==> src/rtl/pwm_pkg.sv <==
// Shared defaults, helper and detector state type for the PWM capture path.
package pwm_pkg;

  localparam int FRAME_BITS_DEF  = 8;
  localparam int PERIOD_BITS_DEF = 12;
  localparam int HYST_DEF        = 8;

  typedef enum logic {
    DET_LOW  = 1'b0,
    DET_HIGH = 1'b1
  } det_state_t;

  // Mid-scale duty value for a frame of 2^frame_bits clocks.
  function automatic int midpoint(input int frame_bits);
    return 1 << (frame_bits - 1);
  endfunction

endpackage

==> src/rtl/pwm_tone_detect.sv <==
// Hysteresis crossing detector on recovered frame samples.
// Reports frames between consecutive rising crossings, plus a silence flag
// once the frame counter saturates without a crossing.
//
// state    | meaning
// DET_LOW  | last accepted level below midpoint - HYST
// DET_HIGH | last accepted level at or above midpoint + HYST
module pwm_tone_detect
  import pwm_pkg::*;
#(
  parameter int FRAME_BITS  = FRAME_BITS_DEF,
  parameter int HYST        = HYST_DEF,
  parameter int PERIOD_BITS = PERIOD_BITS_DEF
) (
  input  logic                   clk,
  input  logic                   rst,
  input  logic                   frame_done,
  input  logic [FRAME_BITS-1:0]  result,
  output logic [PERIOD_BITS-1:0] period,
  output logic                   period_valid,
  output logic                   silent
);

  localparam int MID = midpoint(FRAME_BITS);
  localparam logic [FRAME_BITS:0]    HI_TH     = (FRAME_BITS+1)'(MID + HYST);
  localparam logic [FRAME_BITS:0]    LO_TH     = (FRAME_BITS+1)'(MID - HYST);
  localparam logic [PERIOD_BITS-1:0] FCNT_MAX  = '1;
  localparam logic [PERIOD_BITS-1:0] FCNT_ONE  = PERIOD_BITS'(1);

  det_state_t             state;
  logic                   armed;
  logic [PERIOD_BITS-1:0] fcnt;
  logic [FRAME_BITS:0]    res_ext;
  logic                   rise;
  logic                   fall;

  assign res_ext = {1'b0, result};
  assign rise    = (state == DET_LOW)  && (res_ext >= HI_TH);
  assign fall    = (state == DET_HIGH) && (res_ext <  LO_TH);

  // Detector FSM, frame counter and registered period/silence outputs.
  always_ff @(posedge clk or posedge rst) begin
    if (rst) begin
      state        <= DET_LOW;
      armed        <= 1'b0;
      fcnt         <= '0;
      period       <= '0;
      period_valid <= 1'b0;
      silent       <= 1'b1;
    end else begin
      period_valid <= 1'b0;
      if (frame_done) begin
        if (rise) begin
          state <= DET_HIGH;
          fcnt  <= '0;
          if (armed) begin
            period       <= fcnt + FCNT_ONE;
            period_valid <= 1'b1;
            silent       <= 1'b0;
          end else begin
            armed <= 1'b1;
          end
        end else begin
          if (fall) state <= DET_LOW;
          if (fcnt != FCNT_MAX) begin
            fcnt <= fcnt + FCNT_ONE;
            // Timeout: the next count is terminal, so the tone is gone and
            // the next rising crossing only re-arms.
            if (fcnt == FCNT_MAX - FCNT_ONE) begin
              silent <= 1'b1;
              armed  <= 1'b0;
              period <= '0;
            end
          end
        end
      end
    end
  end

endmodule

==> src/rtl/pwm_demod.sv <==
// PWM stream demodulator: synchronizes pwm_in, counts high clocks per frame,
// offers each frame result on a valid/ready port and feeds the tone detector.
module pwm_demod
  import pwm_pkg::*;
#(
  parameter int FRAME_BITS  = FRAME_BITS_DEF,
  parameter int HYST        = HYST_DEF,
  parameter int PERIOD_BITS = PERIOD_BITS_DEF
) (
  input  logic                   clk,
  input  logic                   rst,
  input  logic                   pwm_in,
  input  logic                   enable,
  output logic [FRAME_BITS-1:0]  sample,
  output logic                   sample_valid,
  input  logic                   sample_ready,
  output logic                   overrun,
  input  logic                   overrun_clr,
  output logic [PERIOD_BITS-1:0] period,
  output logic                   period_valid,
  output logic                   silent
);

  localparam logic [FRAME_BITS-1:0] CNT_MAX = '1;

  logic                  sync_1;
  logic                  pwm_s;
  logic [FRAME_BITS-1:0] frame_cnt;
  logic [FRAME_BITS-1:0] high_acc;
  logic                  frame_done;
  logic [FRAME_BITS:0]   sum;
  logic [FRAME_BITS-1:0] result;

  assign frame_done = enable && (frame_cnt == CNT_MAX);
  // A frame that is high on every clock counts 2^FRAME_BITS, which does not
  // fit the sample width; clamp it to full scale.
  assign sum    = {1'b0, high_acc} + {{FRAME_BITS{1'b0}}, pwm_s};
  assign result = sum[FRAME_BITS] ? CNT_MAX : sum[FRAME_BITS-1:0];

  // Two-flop synchronizer for the asynchronous PWM input.
  always_ff @(posedge clk or posedge rst) begin
    if (rst) begin
      sync_1 <= 1'b0;
      pwm_s  <= 1'b0;
    end else begin
      sync_1 <= pwm_in;
      pwm_s  <= sync_1;
    end
  end

  // Frame position and high-cycle accumulation; disable restarts the frame.
  always_ff @(posedge clk or posedge rst) begin
    if (rst) begin
      frame_cnt <= '0;
      high_acc  <= '0;
    end else if (!enable || frame_done) begin
      frame_cnt <= '0;
      high_acc  <= '0;
    end else begin
      frame_cnt <= frame_cnt + FRAME_BITS'(1);
      high_acc  <= high_acc + {{(FRAME_BITS-1){1'b0}}, pwm_s};
    end
  end

  // Output register with valid/ready handshake; a full register drops results.
  always_ff @(posedge clk or posedge rst) begin
    if (rst) begin
      sample       <= '0;
      sample_valid <= 1'b0;
    end else if (frame_done && (!sample_valid || sample_ready)) begin
      sample       <= result;
      sample_valid <= 1'b1;
    end else if (!frame_done && sample_valid && sample_ready) begin
      sample_valid <= 1'b0;
    end
  end

  // Sticky drop flag; a drop in the same cycle as a clear keeps it set.
  always_ff @(posedge clk or posedge rst) begin
    if (rst) begin
      overrun <= 1'b0;
    end else if (frame_done && sample_valid && !sample_ready) begin
      overrun <= 1'b1;
    end else if (overrun_clr) begin
      overrun <= 1'b0;
    end
  end

  pwm_tone_detect #(
    .FRAME_BITS  (FRAME_BITS),
    .HYST        (HYST),
    .PERIOD_BITS (PERIOD_BITS)
  ) u_tone (
    .clk          (clk),
    .rst          (rst),
    .frame_done   (frame_done),
    .result       (result),
    .period       (period),
    .period_valid (period_valid),
    .silent       (silent)
  );

endmodule

==> config.mk <==
export PLATFORM = sky130hd
export DESIGN_NAME = pwm_demod
export DESIGN_NICKNAME = d
export VERILOG_FILES = /design/src/rtl/pwm_pkg.sv /design/src/rtl/pwm_tone_detect.sv /design/src/rtl/pwm_demod.sv
export SDC_FILE = /design/constraint.sdc
export NUM_CORES = 1
export LEC_CHECK = 0
export ABC_AREA = 1
export CAP_MARGIN = 20
export CORE_ASPECT_RATIO = 0.6
export CORE_MARGIN = 3
export CORE_UTILIZATION = 43
export CTS_BUF_LIST = sky130_fd_sc_hd__clkbuf_4 sky130_fd_sc_hd__clkbuf_8
export CTS_CLUSTER_DIAMETER = 100
export DETAILED_ROUTE_END_ITERATION = 8
export GPL_ROUTABILITY_DRIVEN = 0
export GPL_TIMING_DRIVEN = 1
export PLACE_DENSITY = 0.6
export SYNTH_ARGS = -nofsm -noshare
export SYNTH_HDL_FRONTEND = slang
export SYNTH_HIERARCHICAL = 1
export SYNTH_SLANG_ARGS = --single-unit
==> constraint.sdc <==
create_clock -name clk -period 2.3 [get_ports clk]
set_input_delay 0.23 -clock clk [delete_from_list [all_inputs] [get_ports clk]]
set_output_delay 0.23 -clock clk [all_outputs]
set_load 0.02 [all_outputs]
# Word-level counts from Yosys, hierarchy flattened
# Cells that the tools add are included.
dict set report totals {
  reg_bits 56
  latchBits 0
  ramBits 0
  rom_bits 0
  input_bits 6
  out_inout_bits 24
  memories 0
}
dict set report op_classes {
  n_addsub 4
  multipliers 0
  div 0
  magnitude_cmp 2
  eq_ne 4
  shift 0
  n_mux 25
  n_bitwise 1
  reduce_logical 23
}
# operator count
set op_table {}
lappend op_table {{2-to-1 mux 12 bit} 6}
lappend op_table {{2-to-1 mux 8 bit} 3}
lappend op_table {{2-to-1 mux 1 bit} 16}
lappend op_table {{adder 12 x 1 -> 12 bit, second input constant} 1}
lappend op_table {{equality test 12 bit, second input constant} 1}
lappend op_table {{!= test 12 bit, second input constant} 1}
lappend op_table {{nonzero test 2 bit} 5}
lappend op_table {{adder 8 x 1 -> 9 bit} 1}
lappend op_table {{adder 8 x 1 -> 8 bit} 1}
lappend op_table {{adder 8 x 1 -> 8 bit, second input constant} 1}
lappend op_table {{equality test 8 bit, second input constant} 1}
lappend op_table {{greater-or-equal comparator 8 bit, second input constant} 1}
lappend op_table {{logical AND 1 bit} 8}
lappend op_table {{< comparator 8 x 7 -> 1 bit, second input constant} 1}
lappend op_table {{zero test 1 bit} 4}
lappend op_table {{AND reduction 2 bit} 2}
lappend op_table {{AND reduction 4 bit} 1}
lappend op_table {{AND reduction 3 bit} 1}
lappend op_table {{logical OR 1 bit} 2}
lappend op_table {{!= test 2 x 1 -> 1 bit, second input constant} 1}
lappend op_table {{inverter 1 bit} 1}

# Logic depth before layout (Yosys ltp)
# Gate-level depths: netlist of the first run.
dict set report depth {
  depth_word 7
  mapped_depth 14
  mapped_depth_nobuf 13
}

# Cells and area by module
# The synthesis of the first run kept the hierarchy.
# mod n_inst cells_each area_per_inst_um2 seq_area_each_um2
set by_module_without_submodules {}
lappend by_module_without_submodules {pwm_tone_detect 1 204 1576.5 701.9}
lappend by_module_without_submodules {pwm_demod 1 153 1321.3 700.7}

# Worst setup path before layout of the first run
# Ideal clock, no wire load.
dict set report synth_path {
  path_type {register to register}
  start {register pwm_s}
  end {register u_tone.period[10]}
  setup_time_ns 0.116
  arrival_ns 1.933
  required_ns 2.184
  setup_slack_ns 0.251
  stages_incl_launch_ff 15
  path_buffers 1
  period_less_slack_ns 2.049
  path_cell_list {dfrtp_1 -> ha_1 -> ha_1 -> nand2_1 -> inv_1 -> nand3_2 -> nand3_1 -> inv_2 -> nor2_2 -> nand3_1 -> nor2_4 -> inv_2 -> buf_2 -> nand3_2 -> nand2_2}
}
dict set report synth_via {
  elab_chain_cells 6
  word_cells_on_any_way 9
}
# element line_no
set synth_lines {}
lappend synth_lines {{start: declaration} pwm_demod.sv:27} ;# logic pwm_s;
lappend synth_lines {{start signal: assignment} pwm_demod.sv:47} ;# pwm_s <= sync_1;
lappend synth_lines {{adder 8 x 1 -> 9 bit *} pwm_demod.sv:37} ;# assign sum = {1'b0, high_acc} + {{FRAME_BITS{1'b0}}, pwm_s};
lappend synth_lines {{2-to-1 mux 8 bit *} pwm_demod.sv:38} ;# assign result = sum[FRAME_BITS] ? CNT_MAX : sum[FRAME_BITS-1:0];
lappend synth_lines {{via result[7]} pwm_demod.sv:32} ;# logic [FRAME_BITS-1:0] result;
lappend synth_lines {{greater-or-equal comparator 8 bit *} pwm_tone_detect.sv:38} ;# assign rise = (state == DET_LOW) && (res_ext >= HI_TH);
lappend synth_lines {{logical AND 1 bit *} pwm_tone_detect.sv:38}
lappend synth_lines {{!= test 2 x 1 -> 1 bit (no source line) / nonzero test 2 bit (equally long branches)} -}
lappend synth_lines {{AND reduction 4 bit (no source line)} -}
lappend synth_lines {{end signal: assignment} pwm_tone_detect.sv:57} ;# period <= fcnt + FCNT_ONE;
lappend synth_lines {{end: declaration} pwm_tone_detect.sv:19} ;# output logic [PERIOD_BITS-1:0] period,
# Mark *: on every way through the listed nets, which the timed path passes. The rest lies on a longest branch.
# A chain may end at the register's enable or synchronous reset.

# Final worst setup path of the first run
dict set report layout_path {
  start {register pwm_s}
  end {register u_tone.fcnt[1]}
}
dict set report layout_via {
  elab_chain_cells 6
  word_cells_on_any_way 7
}
# element line_no
set layout_lines {}
lappend layout_lines {{adder 8 x 1 -> 9 bit *} pwm_demod.sv:37}
lappend layout_lines {{2-to-1 mux 8 bit *} pwm_demod.sv:38}
lappend layout_lines {{via result[5]} pwm_demod.sv:32}
lappend layout_lines {{greater-or-equal comparator 8 bit *} pwm_tone_detect.sv:38}
lappend layout_lines {{logical AND 1 bit *} pwm_tone_detect.sv:38}
lappend layout_lines {{nonzero test 2 bit (no source line)} -}
lappend layout_lines {{AND reduction 2 bit (no source line)} -}
lappend layout_lines {{end signal: assignment} pwm_tone_detect.sv:66} ;# fcnt <= fcnt + FCNT_ONE;
lappend layout_lines {{end: declaration} pwm_tone_detect.sv:32} ;# logic [PERIOD_BITS-1:0] fcnt;
# Marks and branches as above.

==> results of run 1 <==
routing by layer:
| layer | vias up | track usage [%] | routed length, um |
|---|---|---|---|
| met1 | 1066 | 28.4 | 3540 |
| met4 | 0 | 2.80 | 40 |
| met5 | - | 0 | 0 |
| met2 | 47 | 20.5 | 2270 |
| li1 | 1196 | - | - |
| met3 | 6 | 4.36 | 307 |
stage by stage:
step | cell area [um2] | utilization (%) | total power [W] | setup TNS [ns] | instances
3_5_place_dp | 3320 | 52.7 | 0.00108 | 0 | 473
5_1_grt | 3460 | 54.9 | 0.00168 | -0.163 | 482
6_report | 3460 | 54.9 | 0.00160 | 0 | 482
4_1_cts | 3410 | 54.1 | 0.00163 | 0 | 481
2_1_floorplan | 2900 | - | 0.00106 | 0 | 357
3_3_place_gp | 3320 | 52.7 | 0.00108 | 0 | 473
layout make-up:
cell class,instances,area share (%)
sequential,56,40.5
inverter,33,3.69
multi-input combinational,263,39.4
clock inverter,2,0.362
timing repair buffer,38,10.8
clock buffer,6,2.21
tap,84,3.04
flip-flops by register name, indices dropped and copies added (netlist names):
signal	cells
high_acc	8
sync_1	1
sample_valid	1
u_tone/period	12
u_tone/silent	1
overrun	1
u_tone/armed	1
frame_cnt	8
u_tone/state	1
pwm_s	1
sample	8
u_tone/fcnt	12
u_tone/period_valid	1
worst max-delay path by stage:
stage	startpoint	endpoint	slack, ns	cells after the start
3_5_place_dp	pwm_s$_DFF_PP0_	u_tone/period[5]$_DFFE_PP0P_	0.15	13
4_1_cts	pwm_s$_DFF_PP0_	u_tone/period[3]$_DFFE_PP0P_	0.13	13
5_1_grt	pwm_s$_DFF_PP0_	u_tone/fcnt[8]$_DFFE_PP0P_	-0.03	13
2_1_floorplan	pwm_s$_DFF_PP0_	u_tone/period[10]$_DFFE_PP0P_	0.25	14
3_3_place_gp	pwm_s$_DFF_PP0_	u_tone/period[4]$_DFFE_PP0P_	0.23	12
6_report	pwm_s$_DFF_PP0_	u_tone/fcnt[1]$_DFFE_PP0P_	0.14	14
critical path: stages, from the launching register on:
cell and delay (ns):
dfrtp_1 0.38, ha_1 0.23, ha_2 0.21, nand2_1 0.06, inv_1 0.06, nand3_4 0.14
nand3_1 0.14, nor2_1 0.11, nand2_1 0.10, nand2_2 0.12, nand2_1 0.13, nor2_4 0.14
buf_4 0.17, nand2_1 0.06, nand2_1 0.06
synthesized netlist by cell type (4+ instances only):
cell type,instances
nand2_1,133
dfrtp_1,55
nor2_1,35
inv_1,29
nand3_1,28
nand2_2,12
nand3_2,11
a21oi_1,5
ha_1,5
nor2_2,5
nor2_4,4
xnor2_1,4
xor2_1,4
logic make-up (layout without fill, tap and decap cells):
logic type                 Yosys count  count (layout)  share of synthesized area (%)
DFF                                 56              56                           48.4
and+or+nand+nor                    239             239                           39.2
AOI/OAI and AO/OA                   11              11                           2.07
adders and majority gates            5               5                           2.16
buffers and inverters               38              79                           5.79
xor gates and xnor gates             8               8                           2.42
power by group through the flow:
stage	Sequential [W]	Clock, W	Combinational (W)
4_1_cts	0.000999	0.000572	0.0000599
3_3_place_gp	0.00102	0	0.0000604
2_1_floorplan	0.00102	0	0.0000380
5_1_grt	0.00100	0.000614	0.0000673
3_5_place_dp	0.00102	0	0.0000597
6_report	0.000999	0.000545	0.0000577
==> summary.md, run 1 <==
| Metric | Value |
|---|---|
| First-pass GRT wire length | `10500 um` |
| Number of CTS-inserted buffers | `5` |
| Area leader, netlist | `dfrtp_1` |
| Wire per inst | `12.8 um` |
| FF-to-FF End | `u_tone/fcnt[1]$_DFFE_PP0P_` |
| Starting DRC count in detailed routing | `132` |
| Die Y | `69.6 um` |
| Antenna diodes | `0` |
| Fin. Hold Viols | `0` |
| CP Data Required Time | `2.55 ns` |
| Depth of the CTS H-tree | `2` |
| DP HPWL | `4560 um` |
| FF+latch count, synth | `56` |
| Largest net degree at the start of global routing | `29` |
| WHS | `0.296 ns` |
| Relative slew margins | `74.8%` |
| Status | `completed` |
| Final setup fails | `0` |
| CP Launch Type | `flop` |
| Combinational power share | `3.6%` |
| FMAX | `464 MHz` |
| Yosys warning count | `6` |
| Register area | `0.00140 mm2` |
| # DRC | `0` |
| IO buf count | `29` |
| Die ar. | `0.00779 mm2` |
| DRT antenna net count | `0` |
| Clock power frac | `34.0%` |
| Die width | `112 um` |
| Fraction of layout cells with a size suffix above 1 | `16.3%` |
| Cell area power density | `463 mW/mm2` |
| Vias | `2315` |
| Post-CTS Hold Buffers | `0` |
| Syn Inst Count | `357` |
| Sequential area share after synthesis | `48.4%` |
| Std-Cell Rows | `22` |
| Commonest cells after routing, fill and taps aside | `133 x nand2_1, 55 x dfrtp_1, 34 x nor2_1, 29 x inv_1, 29 x clkdlybuf4s50_1` |
| Via-to-Cell Ratio | `4.80` |
| Max-cap violations | `0` |
| Congestion Overflow GR | `0` |
| Initial antenna violation count | `0` |
| Crit path DAT | `2.41 ns` |
| # Post-CTS Setup Buffers | `0` |
| Clk Latency, worst-skew pair | `0.31 ns` |
| Clock transition at path regs | `0.10 ns` |
| Clock Skews | `0.00779 ns` |
| Cell at the root of the clock tree | `clkbuf_8` |
| Total GRT Usage | `16.7%` |
| Seq pwr share | `62.4%` |
| NetSw | `0.000362 W` |
| Post-cts resize count | `0` |
| LEAKAGE | `1.70 nW` |
| Vias in the first global route | `2146` |
| Mean post-synth cell area | `8.12 um2` |
| Synth unique cells | `29` |
| CTS tree | `done` |
| Measured slew at the worst slew-check pin | `0.378 ns` |
| R2r setup slk | `0.14 ns` |
| Post-synth EDFFs | `0` |
| DRT Pass-1 Iters | `4` |
| Area share of the largest cell type after synthesis | `47.5%` |
| Max Slew Vio Count | `0` |
| Critical R2R Launch | `pwm_s$_DFF_PP0_` |
| Starting Density | `46.0%` |
| Nets | `408` |
| Post-route clock period utilization | `93.8%` |
| IO Count | `30` |
| Drt total wl | `6160 um` |
| Reg2Reg Depth | `14` |
| Critical path type | `flop to flop` |
| Syn-to-layout area delta | `19.4%` |
| Sw Share | `22.6%` |
| Internal Power | `0.00124 W` |
| Clk buf depth | `2` |
| Post-synth ARST share | `100%` |
| Worst Setup End Kind | `flop` |
| Placement Setup Slack | `0.150 ns` |
| Syn Nets | `368` |
| Most common cell after layout, fill and taps aside | `nand2_1` |
| Core area | `0.00630 mm2` |
| Multi-input gate area | `0.00136 mm2` |
| VDD IR max | `0.233 mV` |
| CP max FO | `8` |
| Worst Setup Slack, final | `0.143 ns` |
| Ys flop type | `dfrtp_1` |
| Top area cells in the synthesized netlist | `dfrtp_1 47%, nand2_1 17%, nand3_1 4.8%` |
| Clock sinks | `56` |
| Fin crit period | `2.16 ns` |
| Hold WC Path Type | `input port to asynchronous set/reset pin` |
| FILL cells | `629` |
| Netlist Area Pre-Place | `0.00290 mm2` |
Power figures use the tool's default switching activity.
==> inputs of run 2 (changes only) <==
--- a/config.mk
+++ b/config.mk
@@ -5,7 +5,6 @@
 export SDC_FILE = /design/constraint.sdc
 export NUM_CORES = 1
 export LEC_CHECK = 0
-export ABC_AREA = 1
 export CAP_MARGIN = 20
 export CORE_ASPECT_RATIO = 0.6
 export CORE_MARGIN = 3
==> run 2 against run 1 <==
Compared with the run above: die area is 3.6% lower; clock skew is 0.0024 ns lower; via count is 5.4% lower; first-iteration DRC count is 20% higher; highest routed layer unchanged; synthesized cell count is 25% lower; clock power is 3% higher; critical path type unchanged; wire length is 7.1% higher; sequential power hardly changed.
==> summary.md, run 2 <==
| Metric | Value |
|---|---|
| Status | `completed` |
| Max-cap violations | `0 (unchanged)` |
| DP HPWL | `4540 um (-0.41%)` |
| Syn Inst Count | `267 (-25%)` |
| Total GRT Usage | `17.6% (+0.98 points)` |
| Die width | `110 um (-1.8%)` |
| Synth Area in Adders | `2.25% (+0.086 points)` |
| Post-synth EDFFs | `0 (unchanged)` |
| R2r setup slk | `0.06 ns (-0.08 ns)` |
| Measured slew at the worst slew-check pin | `0.502 ns (+0.124 ns)` |
| Fin. Hold Viols | `0 (unchanged)` |
| DRT Pass-1 Iters | `4 (unchanged)` |
| Syn Nets | `278 (-24%)` |
| CP Launch Type | `flop` |
| WHS | `0.299 ns (+0.00351 ns)` |
| Post-CTS Hold Buffers | `0 (unchanged)` |
| Clk buf depth | `2 (unchanged)` |
| Worst Setup EP | `u_tone/fcnt[0]$_DFFE_PP0P_` |
| Commonest cells after routing, fill and taps aside | `52 x dfrtp_1, 29 x clkdlybuf4s50_1, 23 x buf_4, 21 x nand2_1, 14 x nor2_1` |
| Starting Density | `45.0% (-0.98 points)` |
| Antenna diodes | `0 (unchanged)` |
| Cell at the root of the clock tree | `clkbuf_8` |
| FF+latch count, synth | `56 (unchanged)` |
| Finished Layout Cells | `399 (-17%)` |
| Sequential area share after synthesis | `50.3% (+1.9 points)` |
| Drt total wl | `6590 um (+7.1%)` |
| DRT antenna net count | `0 (unchanged)` |
| Relative slew margins | `66.3% (-8.5 points)` |
| Die ar. | `0.00751 mm2 (-3.6%)` |
| Xor and xnor area share after synthesis | `4.71% (+2.3 points)` |
| Syn-to-layout area delta | `27.9%` |
| Hold WC Path Type | `input port to asynchronous set/reset pin` |
| CP max FO | `7 (-1)` |
| Final setup fails | `0 (unchanged)` |
| Via-to-Cell Ratio | `5.49 (+14%)` |
| Congestion Overflow GR | `0 (unchanged)` |
| Mux contribution to synthesized area | `1.62% (+1.6 points)` |
| Simple-Gate Fraction of Synth Area | `18.6% (-21 points)` |
| Worst Setup Slack, final | `0.0648 ns (-0.0786 ns)` |
| Post-route clock period utilization | `97.2% (+3.4 points)` |
| Placed cell count | `386 (-18%)` |
| Nets | `325 (-20%)` |
| Critical R2R Launch | `pwm_s$_DFF_PP0_` |
| Critical path origin | `pwm_s$_DFF_PP0_` |
| Depth of the CTS H-tree | `2 (unchanged)` |
| First-pass GRT wire length | `10100 um (-4.3%)` |
| Wire per inst | `16.5 um (+29%)` |
| Top Registers | `u_tone/fcnt: 12 flops, u_tone/period: 12 flops` |
| Worst Setup End Kind | `flop` |
| IO Count | `30 (unchanged)` |
| Top area cells in the synthesized netlist | `dfrtp_1 49%, xor2_1 3.1%, nand2_1 2.8%` |
| Critical path type | `flop to flop` |
| FF-to-FF End | `u_tone/fcnt[0]$_DFFE_PP0P_` |
| Clock transition at path regs | `0.10 ns (about the same)` |
| CP Data Required Time | `2.55 ns (about the same)` |
| VDD IR max | `0.261 mV (+12%)` |
| Std-Cell Rows | `22 (unchanged)` |
| Clk Latency, worst-skew pair | `0.31 ns (about the same)` |
| Count leader, synth | `dfrtp_1` |
| Vias | `2189 (-5.4%)` |
| # DRC | `0 (unchanged)` |
| Initial antenna violation count | `0 (unchanged)` |
| Setup TNS Final | `0 ns (unchanged)` |
| LEAKAGE | `1.54 nW (-9.2%)` |
| Core area | `0.00619 mm2 (-1.7%)` |
| Largest net degree at the start of global routing | `29 (unchanged)` |
| Top cells by count, synth | `55 x dfrtp_1, 21 x nand2_1, 14 x nand3_1, 14 x nor2_1` |
| Largest family of logic cells by synthesized area | `simple AND/OR/NAND/NOR gates` |
| Netlist Area Pre-Place | `0.00279 mm2 (-3.8%)` |
| Crit path DAT | `2.48 ns (+0.07 ns)` |
| Fraction of layout cells with a size suffix above 1 | `22.9% (+6.5 points)` |
| Placement Setup Slack | `0.0147 ns (-0.135 ns)` |
| Max Slew Vio Count | `0 (unchanged)` |
| Number of CTS-inserted buffers | `5 (unchanged)` |
| Mean post-synth cell area | `10.4 um2 (+29%)` |
| Die Y | `68.4 um (-1.8%)` |
| CTS tree | `done` |
| Most common cell after layout, fill and taps aside | `dfrtp_1` |
| Post-synthesis compound-gate area fraction | `17.5% (+15 points)` |
| Post-synth ARST share | `100% (unchanged)` |
| IO buf count | `29 (unchanged)` |
| Cell area power density | `459 mW/mm2 (-0.88%)` |
| Synth unique cells | `48 (+66%)` |
| Ys flop type | `dfrtp_1` |
| Clock Skews | `0.00538 ns (-0.00241 ns)` |
| Reg2Reg Depth | `10 (-4)` |
| Vias in the first global route | `1889 (-12%)` |
| FMAX | `447 MHz (-3.5%)` |
| Area share of the largest cell type after synthesis | `49.4% (+1.9 points)` |
| Starting DRC count in detailed routing | `158 (+20%)` |
| Area leader, netlist | `dfrtp_1` |
| Yosys warning count | `6 (unchanged)` |
| Clock sinks | `56 (unchanged)` |
| Fin crit period | `2.24 ns (+0.0786 ns)` |
[run 2: changes by cell type after synthesis, moves of 7 or more]
| cell | previous run | this run |
|---|---|---|
| nand2_1 | 133 | 21 |
| buf_2 | 1 | 10 |
| inv_1 | 29 | 13 |
| nand2_2 | 12 | 0 |
| nand3_1 | 28 | 14 |
| nor2_1 | 35 | 14 |
| o21ai_0 | 1 | 11 |
| o2bb2ai_1 | 0 | 7 |
| nand3_2 | 11 | 0 |
| a21oi_1 | 5 | 13 |
[run 2: how the worst min path moves through the flow]
stage | cells after the start | end
6_report | 3 | u_tone/fcnt[0]$_DFFE_PP0P_
3_5_place_dp | 0 | pwm_s$_DFF_PP0_
4_1_cts | 3 | sample[2]$_DFFE_PP0P_
5_1_grt | 1 | sync_1$_DFF_PP0_
2_1_floorplan | 0 | sync_1$_DFF_PP0_
3_3_place_gp | 0 | pwm_s$_DFF_PP0_
[run 2: layout make-up]
cell class,instances,area (um2)
Fill cell,546,2630
Sequential cell,56,1410
Multi-Input combinational cell,183,1380
Timing Repair Buffer,55,528
Tap cell,84,105
Clock buffer,6,82.6
Inverter,13,48.8
Clock inverter,2,10.0
[run 2: routing by layer]
metal	share of wire [%]	vias up	GRT usage, %
li1	-	1074	-
met1	57	1076	30.9
met2	38	37	20.6
met3	3.8	2	4.05
met4	0.20	0	2.80
met5	0	-	0
[run 2: what timing repair did]
action / 4_1_cts / 5_1_grt
buffers inserted: 0 / 3
pin swaps: 1 / 3
cloned: 0 / 2
gates resized for setup: 2 / 21
setup endpoints to repair: 3 / 25
[run 2: power by group]
group          internal, W  leakage, nW  switching, W
clock network     0.000241       0.0510      0.000319
logic            0.0000275        0.724     0.0000421
registers         0.000994        0.765     0.0000101
[run 2: metrics by stage]
stage / instance area, um2 / power [W] / util, %
after global routing: 3560 / 0.00170 / 57.5
after CTS: 3400 / 0.00165 / 54.9
after global placement: 3300 / 0.00109 / 53.3
after detailed placement: 3300 / 0.00109 / 53.3
after floorplan: 2810 / 0.00106 / -
final: 3560 / 0.00163 / 57.5
[run 2: cells by family after synthesis]
family	count (synthesis)
AOI/OAI and AO/OA	68
muxes	3
xor gates and xnor gates	15
adders and majority gates	5
DFF	56
and+or+nand+nor	91
buffers and inverters	29
[run 2: worst max-delay path, stage by stage, from the launching register on]
cell     delay [ns]
dfrtp_1        0.41
ha_4           0.18
ha_4           0.19
nand3_2        0.07
or2_4          0.15
nand3_4        0.07
nor4_4         0.42
nor2_4         0.09
o41ai_4        0.24
buf_4          0.21
a21o_1         0.14
==> inputs of run 3 (changes only) <==
--- a/config.mk
+++ b/config.mk
@@ -15,6 +15,7 @@
 export GPL_ROUTABILITY_DRIVEN = 0
 export GPL_TIMING_DRIVEN = 1
 export PLACE_DENSITY = 0.6
+export SKIP_LAST_GASP = 1
 export SYNTH_ARGS = -nofsm -noshare
 export SYNTH_HDL_FRONTEND = slang
 export SYNTH_HIERARCHICAL = 1
==> results of run 3 <==
Same layout as run 2: the final DEF is identical, and so are final timing and power.
